[src/rtl/serial_mag_comp.sv]
// serial_mag_comp: bit-serial unsigned magnitude comparator.
// Operands are latched on start and examined one bit pair per clock, MSB
// first. The first differing pair decides the result and ends the
// comparison early. If all pairs match, the operands are equal.
//
// Handshake: start is sampled only while busy=0, including the cycle where
// done=1, so back-to-back requests need no idle cycle. A start seen while
// busy=1 is dropped, not queued. done is a one-cycle pulse that coincides
// with busy=0. The result flags change only on the edge that raises done.
module serial_mag_comp #(
    parameter int WIDTH = 8
) (
    input  logic             clk,
    input  logic             rst_n,
    input  logic             start,
    input  logic [WIDTH-1:0] A,
    input  logic [WIDTH-1:0] B,
    output logic             busy,
    output logic             done,
    output logic             A_gt_B,
    output logic             A_lt_B,
    output logic             A_eq_B,
    output logic             dbg_state_o
);

    localparam int IDX_W = (WIDTH > 1) ? $clog2(WIDTH) : 1;
    localparam logic [IDX_W-1:0] IDX_TOP = IDX_W'(WIDTH - 1);

    typedef enum logic {
        IDLE    = 1'b0,
        COMPARE = 1'b1
    } state_t;

    state_t           state_q;
    logic [IDX_W-1:0] idx_q;
    logic [WIDTH-1:0] a_q;
    logic [WIDTH-1:0] b_q;
    logic             done_q;
    logic             gt_q;
    logic             lt_q;
    logic             eq_q;

    logic             a_bit;
    logic             b_bit;

    // Select the bit pair currently under examination.
    always_comb begin
        a_bit = a_q[idx_q];
        b_bit = b_q[idx_q];
    end

    // Control FSM, operand latches, bit index and registered result flags.
    always_ff @(posedge clk or negedge rst_n) begin
        if (!rst_n) begin
            state_q <= IDLE;
            idx_q   <= IDX_TOP;
            a_q     <= '0;
            b_q     <= '0;
            done_q  <= 1'b0;
            gt_q    <= 1'b0;
            lt_q    <= 1'b0;
            eq_q    <= 1'b0;
        end else begin
            done_q <= 1'b0;
            case (state_q)
                IDLE: begin
                    if (start) begin
                        a_q     <= A;
                        b_q     <= B;
                        idx_q   <= IDX_TOP;
                        state_q <= COMPARE;
                    end
                end
                COMPARE: begin
                    if (a_bit != b_bit) begin
                        // The first differing bit from the top decides.
                        gt_q    <= a_bit & ~b_bit;
                        lt_q    <= ~a_bit & b_bit;
                        eq_q    <= 1'b0;
                        done_q  <= 1'b1;
                        state_q <= IDLE;
                    end else if (idx_q == '0) begin
                        // Every bit pair matched, so the operands are equal.
                        gt_q    <= 1'b0;
                        lt_q    <= 1'b0;
                        eq_q    <= 1'b1;
                        done_q  <= 1'b1;
                        state_q <= IDLE;
                    end else begin
                        idx_q <= idx_q - 1'b1;
                    end
                end
                default: state_q <= IDLE;
            endcase
        end
    end

    // Drive the outputs straight from registers.
    always_comb begin
        busy        = (state_q == COMPARE);
        done        = done_q;
        A_gt_B      = gt_q;
        A_lt_B      = lt_q;
        A_eq_B      = eq_q;
        dbg_state_o = state_q;
    end

endmodule

[config.mk]
export PLATFORM = sky130hd
export DESIGN_NAME = serial_mag_comp
export DESIGN_NICKNAME = d
export VERILOG_FILES = /design/src/rtl/serial_mag_comp.sv
export SDC_FILE = /design/constraint.sdc
export NUM_CORES = 1
export LEC_CHECK = 0
export BUFFER_PORTS_ARGS = -buffer_cell sky130_fd_sc_hd__buf_2
export CORE_MARGIN = 1.5
export CORE_UTILIZATION = 35
export DETAILED_ROUTE_END_ITERATION = 7
export GPL_ROUTABILITY_DRIVEN = 0
export PLACE_DENSITY = 0.68
export SYNTH_ARGS = -nofsm -noshare
export SYNTH_HDL_FRONTEND = slang
export SYNTH_SLANG_ARGS = --single-unit
[constraint.sdc]
create_clock -name clk -period 2.4 [get_ports clk]
set_input_delay 0.12 -clock clk [delete_from_list [all_inputs] [get_ports clk]]
set_output_delay 0.12 -clock clk [all_outputs]
set_load 0.02 [all_outputs]
==> run summary <==
busiest grt layer = met2
WL/cell = 13.5 um
Power Total = 0.00227 W
GR Util met1 = 13.6%
Die Footprint = 3510 um2
core box area = 3030 um2
Final Skew = 0.00122 ns
Slew Viols, Final = 0
via/cell ratio = 4.68
Post-Syn Nets = 97
Yosys warning count = 0
layout cells sized above 1 = 63.9%
Worst Hold Class = input port to register
period utilization = 97.0%
Layout area overhead = 28.2%
Syn Area/Cell = 15.0 um2
initial DRC count = 1
Syn Std Cell Area = 1110 um2
Die Span Y = 59.3 um
Pint = 0.00146 W
Nets = 132
overall routed net length = 2.05 mm
die width = 59.3 um
Fin Hold WS = 0.0260 ns
Crit path arrival time = 2.54 ns
largest net degree at the start of global routing = 25
Comb power frac = 58.3%
htree depth = 1
Cells after Synth = 74
clock power share = 8.0%
maximum VDD drop = 0.626 mV
fin crit period = 2.33 ns
Overflow after GRT = 0
area of the multi-input gates = 515 um2
Clk Latency, worst-skew pair = 0.31 ns
Worst-path clk slew = 0.12 ns
CP max stage delay = 0.63 ns
setup slack after placement = -0.0376 ns
Worst setup EP type = register
Global Route Usage Sum = 12.9%
Yosys top cell area share = 47.4%
leakage power = 0.662 nW
Fmax = 429 MHz
crit-path max FO = 5
initial antenna violation count = 0
fin worst setup slack = 0.0714 ns
register area share after synthesis = 54.5%
synth top area cells = dfrtp_1 47%, mux2_2 19%, mux4_2 8.1%
final hold viol count = 0
Max Cap Viol = 0
DRC errors left = 0
CTS tree = yes
switching share of power = 35.6%
Inserted Diodes = 0
CP cell instances = mux4_2, mux2i_4, inv_2, ha_4, a21boi_4, mux2_4
Routed Antenna Nets = 0
vias in the first global route = 763
Filler Cell Count = 269
sequential share of power = 33.7%
Netlist cell types = 19
highest-delay cell along the critical path = dfstp_2
clock root buffer = clkbuf_4
Register Area = 604 um2
cell taking the most area after synthesis = dfrtp_1
routing usage on met3 = 4.59%
Final HPWL DP = 1.36 mm
met2 Use GR = 24.8%
Longest Clk Path Bufs = 2
Max transition margin = 65.2%
crit path kind = register to register
First-pass DRT Iterations = 2
worst path required time = 2.61 ns
Port Buffer Count = 24
Switch Pwr = 0.000808 W
status = finished, final reports clean
Site Rows = 20
TritonCTS Buffers = 3
crit start category = register
DR vias = 711
Least-Margin Pin Slew = 0.523 ns
Initial Util = 36.6%
first-pass GRT wire length = 3.35 mm
I/O Pins = 25
Pwr Density = 1600 nW/um2
final core utilization = 46.9%
CTS sink count = 24
FF+latch count, synth = 24
Setup-failing EPs final = 0
## Yosys cell counts
library cell / n
buf_6: 1
mux2i_1: 3
buf_4: 2
buf_2: 1
nand3_1: 2
nor2b_1: 1
a21boi_2: 1
nor3_1: 1
a211o_1: 1
ha_1: 4
a2bb2oi_1: 1
nor2_1: 1
mux4_2: 4
dfstp_2: 3
a31oi_1: 1
inv_1: 6
mux2_2: 19
nand2b_1: 1
dfrtp_1: 21
## layer usage
metal | part of all wire [%] | vias to the layer above | wire (um)
met1 | 41 | 364 | 833
met4 | 0 | 0 | 0
met5 | 0 | - | 0
li1 | - | 329 | -
met2 | 54 | 18 | 1100
met3 | 5.5 | 0 | 112
## sequential cells by signal, indices dropped and copies added, names as in the netlist
signal  cells
a_q         8
A_lt_B      1
idx_q       3
A_gt_B      1
done        1
busy        1
A_eq_B      1
b_q         8
## power groups by stage
stage / clock network [W] / logic, W / registers, W
2_1_floorplan: 0 / 0.000673 / 0.000756
3_3_place_gp: 0 / 0.000844 / 0.000767
3_5_place_dp: 0 / 0.000884 / 0.000778
4_1_cts: 0.000185 / 0.00115 / 0.000764
5_1_grt: 0.000211 / 0.00142 / 0.000794
6_report: 0.000182 / 0.00132 / 0.000765
## logic make-up after synthesis
logic type      synth area share [%]
mux                             30.1
flops                           54.5
buf+inv                         4.85
simple gates                    2.82
compound gates                  3.16
fa+ha+maj                       4.51
## placed cells by master (no fill, tap or decap), drive strengths merged, types with 2 or more instances in the layout
| cell | instances |
|---|---|
| dfstp | 3 |
| buf | 33 |
| inv | 6 |
| clkbuf | 4 |
| ha | 4 |
| nand3 | 2 |
| mux2 | 19 |
| dfrtp | 21 |
| mux2i | 3 |
| mux4 | 4 |
## cell type report
cell class | instances | share of cell area, %
sequential | 24 | 42.5
multi-input combinational | 40 | 36.3
timing repair buffer | 34 | 13.9
tap | 44 | 3.87
clock buffer | 4 | 1.85
inverter | 6 | 1.58
## final timing paths
kind	start	to	slack (ns)	cells after the start
min	A[6]	a_q[6]	0.03	2
max	idx_q[0]	A_eq_B	0.07	6
min reg2reg	A_gt_B	A_gt_B	0.52	1
max in group asynchronous	rst_n	idx_q[1]	1.74	2
min in group asynchronous	rst_n	a_q[4]	0.30	2
max reg2reg	idx_q[0]	A_eq_B	0.07	6
## stage by stage
step           instances  area [um2]  TNS [ns]
2_1_floorplan         74        1110         0
3_3_place_gp         140        1270         0
3_5_place_dp         140        1270    -0.102
4_1_cts              153        1380         0
5_1_grt              152        1420   -0.0142
6_report             152        1420         0
## worst max-delay path, delay by kind of cell, from the launching register on
kind	cells	cell delay, ns
AO/OA/AOI/OAI	1	0.21
adder cells (fa/ha/maj)	1	0.26
buffers and inverters	1	0.07
flip-flops	1	0.63
multiplexers	3	1.05
## timing repair
action                     CTS  global route
hold buffers                 1             0
gates cloned                 0             0
setup buffers                8             0
hold endpoints to repair    21             0
setup endpoints to repair    3             6
gates resized for setup      2            10
pin swaps                    1             3
Power figures use the tool's default switching activity.
